**config.mk**
```make
export PLATFORM = sky130hd
export DESIGN_NAME = vdp_super_vram_fetch_flat
export DESIGN_NICKNAME = d
export VERILOG_FILES = /design/src/rtl/vdp_super_pkg.sv /design/src/rtl/vdp_super_vram_fetch_if.sv /design/src/rtl/vdp_super_vram_fetch.sv /design/src/flat_wrapper.sv
export SDC_FILE = /design/constraint.sdc
export NUM_CORES = 1
export LEC_CHECK = 0
export CAP_MARGIN = 20
export CORE_MARGIN = 2
export CORE_UTILIZATION = 41
export CTS_BUF_LIST = sky130_fd_sc_hd__clkbuf_8
export DETAILED_ROUTE_END_ITERATION = 8
export PLACE_DENSITY = 0.75
export REMOVE_ABC_BUFFERS = 1
export SYNTH_ARGS = -nofsm -noshare
export SYNTH_HDL_FRONTEND = slang
export SYNTH_SLANG_ARGS = --single-unit
```
**constraint.sdc**
```tcl
create_clock -name clk -period 1.8 [get_ports clk]
set_input_delay 0.36 -clock clk [delete_from_list [all_inputs] [get_ports clk]]
set_output_delay 0.36 -clock clk [all_outputs]
set_load 0.005 [all_outputs]
```
**src/rtl/vdp_super_pkg.sv**
```systemverilog
// Shared types and constants for the super-res VRAM fetch path.
// Latency: n/a (types and constants only).
// Backpressure: n/a.
package vdp_super_pkg;

  // Width of a VRAM dword address.
  localparam int VRAM_DWORD_AW = 17;

  // Default cx value that opens the per-line refresh slot.
  localparam int REFRESH_CX_DFLT = 723;

  // Default budget, in clocks, from address capture to read data delivered.
  localparam int LATENCY_BUDGET_DFLT = 4;

  typedef enum logic [1:0] {
    IDLE = 2'd0,
    REQ  = 2'd1,
    WAIT = 2'd2,
    RFSH = 2'd3
  } fetch_state_t;

endpackage

```
**src/rtl/vdp_super_vram_fetch_if.sv**
```systemverilog
// SDRAM controller request/response bus for the super-res VRAM fetch stage.
// Latency: n/a (wiring only). master = fetch stage, slave = SDRAM controller.
// Backpressure: requests are held by the master until mem_ack; read data is one-shot (no ready).
interface vdp_super_vram_fetch_if;

  logic                                    mem_req;      // read request
  logic                                    mem_refresh;  // refresh request
  logic [vdp_super_pkg::VRAM_DWORD_AW-1:0] mem_addr;     // dword address of current request
  logic                                    mem_ack;      // request accepted (read or refresh)
  logic                                    mem_rd_valid; // mem_rd_data valid for one clock
  logic [31:0]                             mem_rd_data;  // read data

  modport master (
    output mem_req,
    output mem_refresh,
    output mem_addr,
    input  mem_ack,
    input  mem_rd_valid,
    input  mem_rd_data
  );

  modport slave (
    input  mem_req,
    input  mem_refresh,
    input  mem_addr,
    output mem_ack,
    output mem_rd_valid,
    output mem_rd_data
  );

endinterface

```
**src/rtl/vdp_super_vram_fetch.sv**
```systemverilog
// Issues one SDRAM read per change of the super-res dword address and a once-per-line refresh.
// Latency: capture 1 clk after address change, data on vrm_32 the clk after mem_rd_valid.
// Backpressure: mem_req/mem_refresh held until mem_ack; newer addresses supersede un-issued ones.
// Ports: clk, reset_n (async active-low), vdp_super (enable), cx (pixel counter),
//   vram_addr (dword address in), vrm_32 (read data out), underrun (sticky budget miss),
//   mem (controller bus, master side).
module vdp_super_vram_fetch
  import vdp_super_pkg::*;
#(
  parameter int REFRESH_CX     = REFRESH_CX_DFLT,
  parameter int LATENCY_BUDGET = LATENCY_BUDGET_DFLT
) (
  input  logic                     clk,
  input  logic                     reset_n,
  input  logic                     vdp_super,
  input  logic [10:0]              cx,
  input  logic [VRAM_DWORD_AW-1:0] vram_addr,
  output logic [31:0]              vrm_32,
  output logic                     underrun,
  vdp_super_vram_fetch_if.master   mem
);

  fetch_state_t             state;
  logic [VRAM_DWORD_AW-1:0] last_addr;
  logic                     pending;       // force a fetch of whatever address is present
  logic                     change_pend;   // address moved while busy
  logic                     refresh_pend;  // refresh slot seen but not yet acked
  logic                     cx_at_slot_q;  // cx sat on the refresh slot last clock
  logic [2:0]               budget;

  logic addr_diff;
  logic change;
  logic rfsh_hit;

  assign addr_diff = (vram_addr != last_addr);
  assign change    = addr_diff | pending | change_pend;
  // Rising-edge detect on the slot so a cx held on REFRESH_CX still yields one refresh.
  assign rfsh_hit  = (cx == 11'(REFRESH_CX)) && !cx_at_slot_q;

  always_ff @(posedge clk or negedge reset_n) begin
    if (!reset_n) begin
      state           <= IDLE;
      last_addr       <= '0;
      pending         <= 1'b1;
      change_pend     <= 1'b0;
      refresh_pend    <= 1'b0;
      cx_at_slot_q    <= 1'b0;
      budget          <= 3'd0;
      vrm_32          <= 32'd0;
      underrun        <= 1'b0;
      mem.mem_req     <= 1'b0;
      mem.mem_refresh <= 1'b0;
      mem.mem_addr    <= '0;
    end else begin
      cx_at_slot_q <= (cx == 11'(REFRESH_CX));

      if (rfsh_hit && vdp_super) begin
        refresh_pend <= 1'b1;
      end

      if (state != IDLE && addr_diff) begin
        change_pend <= 1'b1;
      end

      case (state)
        IDLE: begin
          if (!vdp_super) begin
            vrm_32       <= 32'd0;
            pending      <= 1'b1;
            change_pend  <= 1'b0;
            refresh_pend <= 1'b0;
          end else if (change) begin
            state        <= REQ;
            mem.mem_req  <= 1'b1;
            mem.mem_addr <= vram_addr;
            last_addr    <= vram_addr;
            pending      <= 1'b0;
            change_pend  <= 1'b0;
            budget       <= 3'd1;
          end else if (rfsh_hit || refresh_pend) begin
            state           <= RFSH;
            mem.mem_refresh <= 1'b1;
          end
        end

        REQ: begin
          if (budget != 3'd7) budget <= budget + 3'd1;
          if (budget >= 3'(LATENCY_BUDGET)) underrun <= 1'b1;
          if (mem.mem_ack) begin
            // Once accepted the read must complete even if disabled meanwhile.
            mem.mem_req <= 1'b0;
            state       <= WAIT;
          end else if (!vdp_super) begin
            mem.mem_req <= 1'b0;
            state       <= IDLE;
          end
        end

        WAIT: begin
          if (mem.mem_rd_valid) begin
            if (vdp_super) begin
              vrm_32 <= mem.mem_rd_data;
            end
            if (vdp_super && change) begin
              // Back-to-back: issue the newest address without an IDLE bubble.
              state        <= REQ;
              mem.mem_req  <= 1'b1;
              mem.mem_addr <= vram_addr;
              last_addr    <= vram_addr;
              pending      <= 1'b0;
              change_pend  <= 1'b0;
              budget       <= 3'd1;
            end else begin
              state <= IDLE;
            end
          end else begin
            if (budget != 3'd7) budget <= budget + 3'd1;
            if (budget >= 3'(LATENCY_BUDGET)) underrun <= 1'b1;
          end
        end

        RFSH: begin
          if (mem.mem_ack || !vdp_super) begin
            mem.mem_refresh <= 1'b0;
            refresh_pend    <= 1'b0;
            state           <= IDLE;
          end
        end

        default: state <= IDLE;
      endcase
    end
  end

endmodule

```
**src/flat_wrapper.sv**
```systemverilog
// flat-port wrapper written by rule: the top's interface ports become plain ports
module vdp_super_vram_fetch_flat import vdp_super_pkg::*;
#(
  parameter int REFRESH_CX     = REFRESH_CX_DFLT,
  parameter int LATENCY_BUDGET = LATENCY_BUDGET_DFLT
)
  (clk, reset_n, vdp_super, cx, vram_addr, vrm_32, underrun, mem_mem_req, mem_mem_refresh, mem_mem_addr, mem_mem_ack, mem_mem_rd_valid, mem_mem_rd_data);
  vdp_super_vram_fetch_if mem_i ();
  input  logic clk;
  input  logic reset_n;
  input  logic vdp_super;
  input  logic [10:0] cx;
  input  logic [VRAM_DWORD_AW-1:0] vram_addr;
  output logic [31:0] vrm_32;
  output logic underrun;
  output wire logic [$bits(mem_i.mem_req)-1:0] mem_mem_req;
  output wire logic [$bits(mem_i.mem_refresh)-1:0] mem_mem_refresh;
  output wire logic [$bits(mem_i.mem_addr)-1:0] mem_mem_addr;
  input wire logic [$bits(mem_i.mem_ack)-1:0] mem_mem_ack;
  input wire logic [$bits(mem_i.mem_rd_valid)-1:0] mem_mem_rd_valid;
  input wire logic [$bits(mem_i.mem_rd_data)-1:0] mem_mem_rd_data;
  assign mem_mem_req = mem_i.mem_req;
  assign mem_mem_refresh = mem_i.mem_refresh;
  assign mem_mem_addr = mem_i.mem_addr;
  assign mem_i.mem_ack = mem_mem_ack;
  assign mem_i.mem_rd_valid = mem_mem_rd_valid;
  assign mem_i.mem_rd_data = mem_mem_rd_data;
  vdp_super_vram_fetch #(.REFRESH_CX(REFRESH_CX), .LATENCY_BUDGET(LATENCY_BUDGET)) u_core (.clk(clk), .reset_n(reset_n), .vdp_super(vdp_super), .cx(cx), .vram_addr(vram_addr), .vrm_32(vrm_32), .underrun(underrun), .mem(mem_i));
endmodule
```
After elaboration in Yosys (flattened, before gate mapping)
Cells that the tools add are included.

Register bits: 61. Latch bits: 0. RAM bits: 0. Bits in read-only memories: 0. Input port bits: 65. Output and inout port bits: 52. Logic and storage cells: 111. Memories: 0.

Add/sub/neg operators: 1. Multiply operators: 0. Div/mod/pow operators: 0. Magnitude comparators: 1. Eq/ne operators: 20. Shift operators: 0. Multiplexer cells: 54. Bitwise gates (word level): 2. Reduce and logical (&&, ||, !) cells: 22.

Operators by type and width (number): 32-bit 2-to-1 mux (3); 17-bit 2-to-1 mux (4); 32-bit one-hot mux with 2 select lines (1); 17-bit one-hot mux with 2 select lines (1); 1-bit 2-to-1 mux (25); 17-bit inequality test (1); 3-bit 2-to-1 mux (5); 5-bit AND reduction (3); 2-bit 2-to-1 mux (7); 2-bit inequality test (second input constant) (6); 4-bit AND reduction (3); 11-bit by 10-bit == test with 1-bit output (second input constant) (1); 1-bit one-hot mux with 2 select lines (5); 3-bit one-hot mux with 3 select lines (1); 2-bit by 1-bit inequality test with 1-bit output (second input constant) (4); 2-bit one-hot mux with 4 select lines (1); 2-bit nonzero test (4); 3-bit by 2-bit inequality test with 1-bit output (second input constant) (2); 3-bit inequality test (second input constant) (2); 6-bit AND reduction (1); 2-bit == test (second input constant) (2); 1-bit logical AND (4); 3-bit by 1-bit adder with 3-bit output (second input constant) (1); 3-bit >= comparator (second input constant) (1); 9 further kinds (12).

Depth between registers and ports, before layout
Gate-level depths: netlist (run 1).

Depth in word-level cells: 7. Gate-level depth with buffers: 8. Mapped depth without buffers: 7.

Worst setup path after synthesis (run 1)
OpenSTA, ideal clock, no wires.

Kind: reg2reg. From: register u_core.state[0]. To: register u_core.mem.mem_addr[10]. Setup time: 0.125 ns. Data arrival time: 1.859 ns. Data required time: 1.675 ns. Path slack: -0.185 ns. Cell stages (with the launch flop): 9. Path buffers: 2. Clock period less this slack: 1.985 ns. Cells stage by stage: dfrtp_1 -> inv_1 -> ha_1 -> clkbuf_1 -> and2_1 -> o21ai_1 -> a21oi_4 -> buf_8 -> mux2_4.

Longest elaborated chain between the ends: 3. Elaborated cells on any way between the ends: 9. Those cells by class: 5 x eq/ne; 1 x mux; 3 x reduce/logical.

RTL lines: from (decl) (line vdp_super_vram_fetch.sv:23) `fetch_state_t state;`; from (signal assigned) (line vdp_super_vram_fetch.sv:42) `state <= IDLE;`; from (signal assigned) (line vdp_super_vram_fetch.sv:73) `state <= REQ;`; from (signal assigned) (line vdp_super_vram_fetch.sv:81) `state <= RFSH;`; 2-bit == test or 2-bit zero test (tied branches) (line vdp_super_vram_fetch.sv:65) `case (state)`; 2-bit by 1-bit inequality test with 1-bit output (no line), or another cell as far along; 5-bit AND reduction (no line); to (signal assigned) (line vdp_super_vram_fetch.sv:75) `mem.mem_addr <= vram_addr;`; to (signal assigned) (line vdp_super_vram_fetch.sv:108) `mem.mem_addr <= vram_addr;`; to (decl) (line vdp_super_vram_fetch_if.sv:16) `output mem_addr,`.

Parallel ways exist; a longest one is shown, timed or not. A chain may end at the register's enable or synchronous reset.

Final worst setup path (run 1)
From: register u_core.state[1]. To: register u_core.budget[1].

Longest elaborated chain between the ends: 3. Elaborated cells on any way between the ends: 9. Those cells by class: 5 x eq/ne; 1 x mux; 3 x reduce/logical.

RTL lines: 2-bit == test, or another cell as far along (line vdp_super_vram_fetch.sv:65); 3-bit by 2-bit inequality test with 1-bit output (no line), or another cell as far along; 4-bit AND reduction (no line); to (signal assigned) (line vdp_super_vram_fetch.sv:87) `if (budget != 3'd7) budget <= budget + 3'd1;`; to (signal assigned) (line vdp_super_vram_fetch.sv:117) `if (budget != 3'd7) budget <= budget + 3'd1;`; to (decl) (line vdp_super_vram_fetch.sv:29) `logic [2:0] budget;`.

Parallel ways exist; a longest one is shown, timed or not.

==> summary.md, run 1 <==
| Metric | Value |
|---|---|
| Starting Density | `0.422` |
| Violated checks | `setup timing` |
| Dominant cell type by area after synthesis | `dfrtp_1` |
| Seq/Total Area, Yosys | `0.502` |
| Max-cap viol count | `0` |
| Internal | `5.14 mW` |
| Routed Antenna Nets | `0` |
| Vias in the first global route | `2918` |
| Leakage | `2.43 nW` |
| Number of synthesized flops with an enable pin | `0` |
| Gate Count Post-Synth | `300` |
| Avg Cell Area, Syn | `10.1 um2` |
| Drt pass-1 iters | `4` |
| DR vias/cell | `4.87` |
| Worst min path class | `input port to async pin` |
| Final Max Slew Viols | `0` |
| Post-route cell area | `0.00513 mm2` |
| Distinct cells, synth | `55` |
| Post-placement cell count | `542` |
| Post-DP Area | `0.00462 mm2` |
| PnR worst setup slack | `-0.0512 ns` |
| Period Utilization, post-route | `1.03` |
| Area delta synth->final | `68.6%` |
| Final WL | `8.30 mm` |
| Sw Share | `0.333` |
| Mux contribution to synthesized area | `0.0789` |
| Worst Tran Pin Value | `0.342 ns` |
| Root Driver | `clkbuf_8` |
| Number of H-tree levels | `3` |
| Routed wire length per instance | `14.6 um` |
| Pre-CTS setup slack | `-0.492 ns` |
| Unrepaired setup endpoints after global routing | `true` |
| Max Fanout on Critical Path | `6` |
| Async S/R FF share, synth | `1.00` |
| Peak VDD IR | `0.886 mV` |
| Tot GR Track Use | `0.210` |
| Seq pwr share | `0.295` |
| Share of the synthesized area in the top cell type | `0.493` |
| Clock power frac | `0.178` |
| Grt ovf | `0` |
| Startpoint type of the worst setup path | `flip-flop` |
| Primary FF master, synth | `dfrtp_1` |
| Crit end category | `flip-flop` |
| Synth Area in Adders | `0.0206` |
| Required time of the critical path | `2.01 ns` |
| Row count | `31` |
| Die height | `90.2 um` |
| Largest net degree at the start of global routing | `62` |
| Die area | `0.00813 mm2` |
| Syn. warnings | `0` |
| Initial antenna violation count | `0` |
| Xor/xnor cell area share of the yosys netlist | `0.0518` |
| Power per standard cell area | `1500 mW/mm2` |
| Core Region | `0.00721 mm2` |
| # DRC | `0` |
| Sequential Area | `0.00153 mm2` |
| Nets@finish | `534` |
| DIE WIDTH | `90.2 um` |
| Fmax | `540 MHz` |
| Clock skew | `0.00844 ns` |
| Mapped Area | `0.00304 mm2` |
| # port buffers | `116` |
| Finished Layout Cells | `568` |
| Fin crit period | `1.85 ns` |
| Gp weighted congestion | `0.836` |
| Relative slew slack | `0.772` |
| I/O pin total | `117` |
| Flops & latches, synth | `61` |
| Sink Count | `61` |
| Initial DRC count | `160` |
| Compound-Gate Fraction of Synth Area | `0.0921` |
| Combinational share of power | `0.527` |
| Largest cells by area after synthesis | `dfrtp_1 (49%), nand2_1 (8.9%), nand3_1 (5.6%)` |
| Via count | `2768` |
| Final Hold Vio Count | `0` |
| Share of cells above drive strength 1 | `0.269` |
| Fill cell total of the finished layout | `550` |
| # setup viols final | `18` |
| Num CTS Buffers | `9` |
| Synth Area in Simple Gates | `0.224` |
| Antenna cells | `0` |
| Outcome | `finished with violations` |
| Main combinational cell family by area after synthesis | `simple AND/OR/NAND/NOR gates` |
| CTS clock-pin slew for the worst setup and hold paths | `0.06 ns` |
| Clk_lat worst skew | `0.33 ns` |
| WS Path Type | `flip-flop to flip-flop` |
| Hpwl dp | `5.79 mm` |
| Area of the multi-input gates | `0.00162 mm2` |
| CP arrival | `2.07 ns` |
| CTS Buffer Depth | `2` |
| Hold_buf cts | `0` |
| First-pass GRT wire length | `13.9 mm` |
| CTS tree | `done` |
| NetSw | `2.57 mW` |
[cell usage after synthesis, drive strengths merged, types with 2 or more instances]
master and n:
nand2 72, dfrtp 60, nand3 34, mux2 18, xor2 16, clkbuf 12, a21oi 9, o21ai 9
nor2 8, ha 5, inv 5, nand2b 4, nor2b 4, buf 3, nor4 3, a211oi 2
and3 2, nor4bb 2, o22ai 2, xnor2 2
[worst max-delay path, stage by stage (launching register included)]
cell and delay, ns:
dfrtp_1 0.38, buf_4 0.15, ha_4 0.18, buf_4 0.15
nor2b_2 0.15, o21ai_0 0.26, or3_1 0.17, a21oi_2 0.04
a211o_1 0.26
[cell type report]
cell class | count | share of cell area
repair buffers | 168 | 0.315
multi-input cells | 219 | 0.316
clock inverters | 5 | 0.0144
well taps | 99 | 0.0241
clock buffers | 11 | 0.0295
inverters | 5 | 0.00366
flip-flops and latches | 61 | 0.298
[power by group through the flow]
stage	clock (mW)	sequential (mW)	combinational [mW]
floorplan	0	2.30	1.59
global placement	0	2.26	3.66
detailed placement	0	2.27	3.72
CTS	1.39	2.28	3.93
global route	1.46	2.35	4.41
finish	1.37	2.28	4.06
[per-layer routing]
layer  vias up  track usage  part of all wire
met1      1326        0.285              0.44
met4         0       0.0769             0.014
met2        71        0.338              0.50
met3         9       0.0394             0.040
li1       1362            -                 -
met5         -            0                 0
[per-stage QoR]
| step | hold WS (ns) | setup TNS, ns | util | power, mW |
|---|---|---|---|---|
| after floorplan | 0.0644 | -53.14 | - | 3.89 |
| after global placement | 0.397 | -10.29 | 0.640 | 5.91 |
| after detailed placement | 0.399 | -11.80 | 0.640 | 5.99 |
| after CTS | 0.0428 | -0.182 | 0.694 | 7.59 |
| after global routing | 0.0522 | -1.90 | 0.711 | 8.21 |
| final | 0.00905 | -0.403 | 0.711 | 7.71 |
[cells by family after synthesis]
kind of cell,after synthesis
xor+xnor,18
flops,61
buf+inv,20
mux,18
compound gates,40
simple gates,138
fa+ha+maj,5
[sequential cells by signal, indices dropped and copies added (netlist names)]
signal / count
u_core.budget: 3
u_core.mem.mem_addr: 17
u_core.change_pend: 1
u_core.vrm_32: 32
u_core.pending: 1
u_core.underrun: 1
u_core.refresh_pend: 1
u_core.cx_at_slot_q: 1
u_core.mem.mem_refresh: 1
u_core.state: 2
u_core.mem.mem_req: 1
[timing repair]
item,4_1_cts,5_1_grt
setup buffers,5,5
endpoints found under the setup margin,24,24
pin swaps,18,17
resized for setup,38,23
[path summary, 6_finish.rpt]
check | from | endpoint | slack (ns) | depth (start not counted)
max reg2reg | u_core.state[1] | u_core.budget[1] | -0.05 | 8
max | u_core.state[1] | u_core.budget[1] | -0.05 | 8
min in group clk | vram_addr[15] | u_core.mem.mem_addr[15] | 0.34 | 2
min | reset_n | u_core.mem.mem_addr[5] | 0.009 | 2
max in group asynchronous | reset_n | u_core.pending | 1.47 | 2
min reg2reg | u_core.vrm_32[15] | u_core.vrm_32[15] | 0.47 | 2
[cell usage in the layout, fill, tap and decap left out, types with 2 or more instances in the layout]
| cell type | count |
|---|---|
| dlygate4sd2_1 | 13 |
| mux2_2 | 8 |
| nor2b_2 | 3 |
| mux2_4 | 10 |
| bufinv_16 | 2 |
| nor4bb_4 | 2 |
| xor2_1 | 7 |
| xor2_2 | 9 |
| buf_4 | 45 |
| buf_6 | 3 |
| dlymetal6s2s_1 | 9 |
| nand2b_1 | 4 |
| a21oi_2 | 4 |
| nor2_1 | 8 |
| inv_1 | 5 |
| nand2_1 | 72 |
| clkbuf_8 | 11 |
| a21oi_1 | 4 |
| xnor2_1 | 2 |
| o21ai_0 | 7 |
| o21ai_1 | 2 |
| clkinv_2 | 2 |
| dfrtp_1 | 60 |
| nor4_4 | 2 |
| buf_12 | 4 |
| clkdlybuf4s50_1 | 93 |
| nand3_1 | 34 |
| ha_1 | 3 |
| o22ai_2 | 2 |
Note: power is estimated with default switching activity, not from simulation.
==> inputs of run 2 (changes only) <==
Settings changed: CTS_BUF_LIST sky130_fd_sc_hd__clkbuf_8 to sky130_fd_sc_hd__clkbuf_4.
==> run 2 against run 1 <==
Net effect: clock skew grew 0.0066 ns; the run still ends with setup timing left; final cell count decreased by 0.18%; critical path depth decreased by 1; core utilization fell by 0.95 points; clock power fell by 23%.
==> summary.md, run 2 (synthesis results as in run 1) <==
| Metric | Value |
|---|---|
| Initial antenna violation count | `0` |
| Relative slew slack | `0.767` |
| Violated checks | `setup timing` |
| Number of H-tree levels | `3` |
| Reg2Reg Depth | `6` |
| Sw Share | `0.339` |
| Post-route cell area | `0.00506 mm2` |
| Largest net degree at the start of global routing | `62` |
| Final Hold Vio Count | `0` |
| CTS tree | `done` |
| Nets@finish | `533` |
| Num CTS Buffers | `9` |
| I/O pin total | `117` |
| DR vias/cell | `4.96` |
| Worst Tran Pin Value | `0.347 ns` |
| Clk_lat worst skew | `0.39 ns` |
| Largest registers | `u_core.vrm_32 (32), u_core.mem.mem_addr (17), u_core.budget (3)` |
| Leakage | `2.35 nW` |
| FF-to-FF setup slack | `-0.08 ns` |
| Tot GR Track Use | `0.208` |
| Period Utilization, post-route | `1.05` |
| PnR worst setup slack | `-0.0810 ns` |
| Required time of the critical path | `2.08 ns` |
| Startpoint type of the worst setup path | `input port` |
| Starting Density | `0.422` |
| Share of cells above drive strength 1 | `0.254` |
| CP arrival | `2.17 ns` |
| Die height | `90.2 um` |
| # port buffers | `116` |
| Row count | `31` |
| Final Max Slew Viols | `0` |
| WS Path Type | `input port to flip-flop` |
| Initial DRC count | `140` |
| Fin crit period | `1.88 ns` |
| # setup viols final | `22` |
| CTS clock-pin slew for the worst setup and hold paths | `0.10 ns` |
| Worst reg2reg path startpoint | `u_core.mem.mem_addr[12]` |
| Sink Count | `61` |
| Die area | `0.00813 mm2` |
| Fin Setup TNS | `-1.28 ns` |
| Max Fanout on Critical Path | `4` |
| Via count | `2810` |
| Commonest non-fill, non-tap cells in the layout | `clkdlybuf4s50_1 (105), nand2_1 (71), dfrtp_1 (59)` |
| Max-cap viol count | `0` |
| # DRC | `0` |
| Largest Register | `u_core.vrm_32` |
| Antenna cells | `0` |
| Root Driver | `clkbuf_4` |
| Drt pass-1 iters | `4` |
| Gp weighted congestion | `0.836` |
| Power per standard cell area | `1460 mW/mm2` |
| Clock power frac | `0.143` |
| Vias in the first global route | `2922` |
| Worst Setup EP | `u_core.mem.mem_addr[1]` |
| Fmax | `532 MHz` |
| Worst Setup SP | `vram_addr[12]` |
| Internal | `4.87 mW` |
| Unrepaired setup endpoints after global routing | `true` |
| Max reg flops | `32` |
| First-pass GRT wire length | `13.8 mm` |
| Routed wire length per instance | `14.5 um` |
| Grt ovf | `0` |
| Peak VDD IR | `0.904 mV` |
| Fin util | `0.702` |
| DIE WIDTH | `90.2 um` |
| Core Region | `0.00721 mm2` |
| Clock skew | `0.0151 ns` |
| Crit end category | `flip-flop` |
| Hold Worst Slack | `0.306 ns` |
| Seq pwr share | `0.309` |
| Fill cell total of the finished layout | `562` |
| CTS Buffer Depth | `2` |
| Finished Layout Cells | `567` |
| Post-DP Area | `0.00462 mm2` |
| Most common cell after layout, fill and taps aside | `clkdlybuf4s50_1` |
| Routed Antenna Nets | `0` |
| Outcome | `finished with violations` |
| Hpwl dp | `5.79 mm` |
| Area delta synth->final | `66.3%` |
| Reg2reg end | `u_core.budget[0]` |
| NetSw | `2.50 mW` |
| Combinational share of power | `0.549` |
| Post-placement cell count | `542` |
| Worst min path class | `input port to flip-flop` |
| Final WL | `8.21 mm` |
[run 2: cell type report]
type / count / area (um2) / share of cell area
multi-input combinational: 219 / 1600 / 0.317
timing repair buffer: 167 / 1630 / 0.323
tap: 99 / 124 / 0.0245
clock buffer: 10 / 75.1 / 0.0148
clock inverter: 6 / 77.6 / 0.0153
inverter: 5 / 18.8 / 0.00371
sequential: 61 / 1530 / 0.302
[run 2: how the worst min path moves through the flow]
stage,startpoint,endpoint,slack (ns),cells past startpoint
2_1_floorplan,reset_n,u_core.budget[0],0.06,0
3_3_place_gp,reset_n,u_core.mem.mem_addr[16],0.40,2
3_5_place_dp,reset_n,u_core.mem.mem_addr[16],0.40,2
4_1_cts,vram_addr[3],u_core.mem.mem_addr[3],0.41,2
5_1_grt,vram_addr[11],u_core.mem.mem_addr[11],0.30,2
6_report,vram_addr[11],u_core.mem.mem_addr[11],0.31,2
[run 2: metrics by stage]
stage / setup slack, ns / total power, mW
4_1_cts: -0.0430 / 7.22
2_1_floorplan: -1.17 / 3.89
6_report: -0.0810 / 7.37
3_3_place_gp: -0.442 / 5.91
5_1_grt: -0.159 / 7.90
3_5_place_dp: -0.492 / 5.99
[run 2: power by group through the flow]
stage / sequential, mW / clock, mW / combinational (mW)
floorplan: 2.30 / 0 / 1.59
global placement: 2.26 / 0 / 3.66
detailed placement: 2.27 / 0 / 3.72
CTS: 2.26 / 1.08 / 3.87
global route: 2.35 / 1.16 / 4.40
finish: 2.27 / 1.05 / 4.04
[run 2: worst max-delay path, cell delays in order]
cell and delay, ns:
clkdlybuf4s50_1 0.53, xor2_2 0.19, nor4_4 0.08, and3_4 0.20, a21oi_4 0.28, clkbuf_16 0.21, mux2_2 0.33
[run 2: routing by layer]
metal / GRT usage / wire length [um] / vias up
met3: 0.0444 / 434 / 12
met5: 0 / 0 / -
met2: 0.336 / 4050 / 90
met1: 0.273 / 3590 / 1342
li1: - / - / 1366
met4: 0.0821 / 128 / 0
[run 2: repair_timing]
item,in CTS,in global routing
hold endpoints to repair,60,0
gates cloned,0,1
hold buffers,1,0
endpoints found under the setup margin,22,29
setup buffers,5,2
resized for setup,17,30
pin swaps,7,10
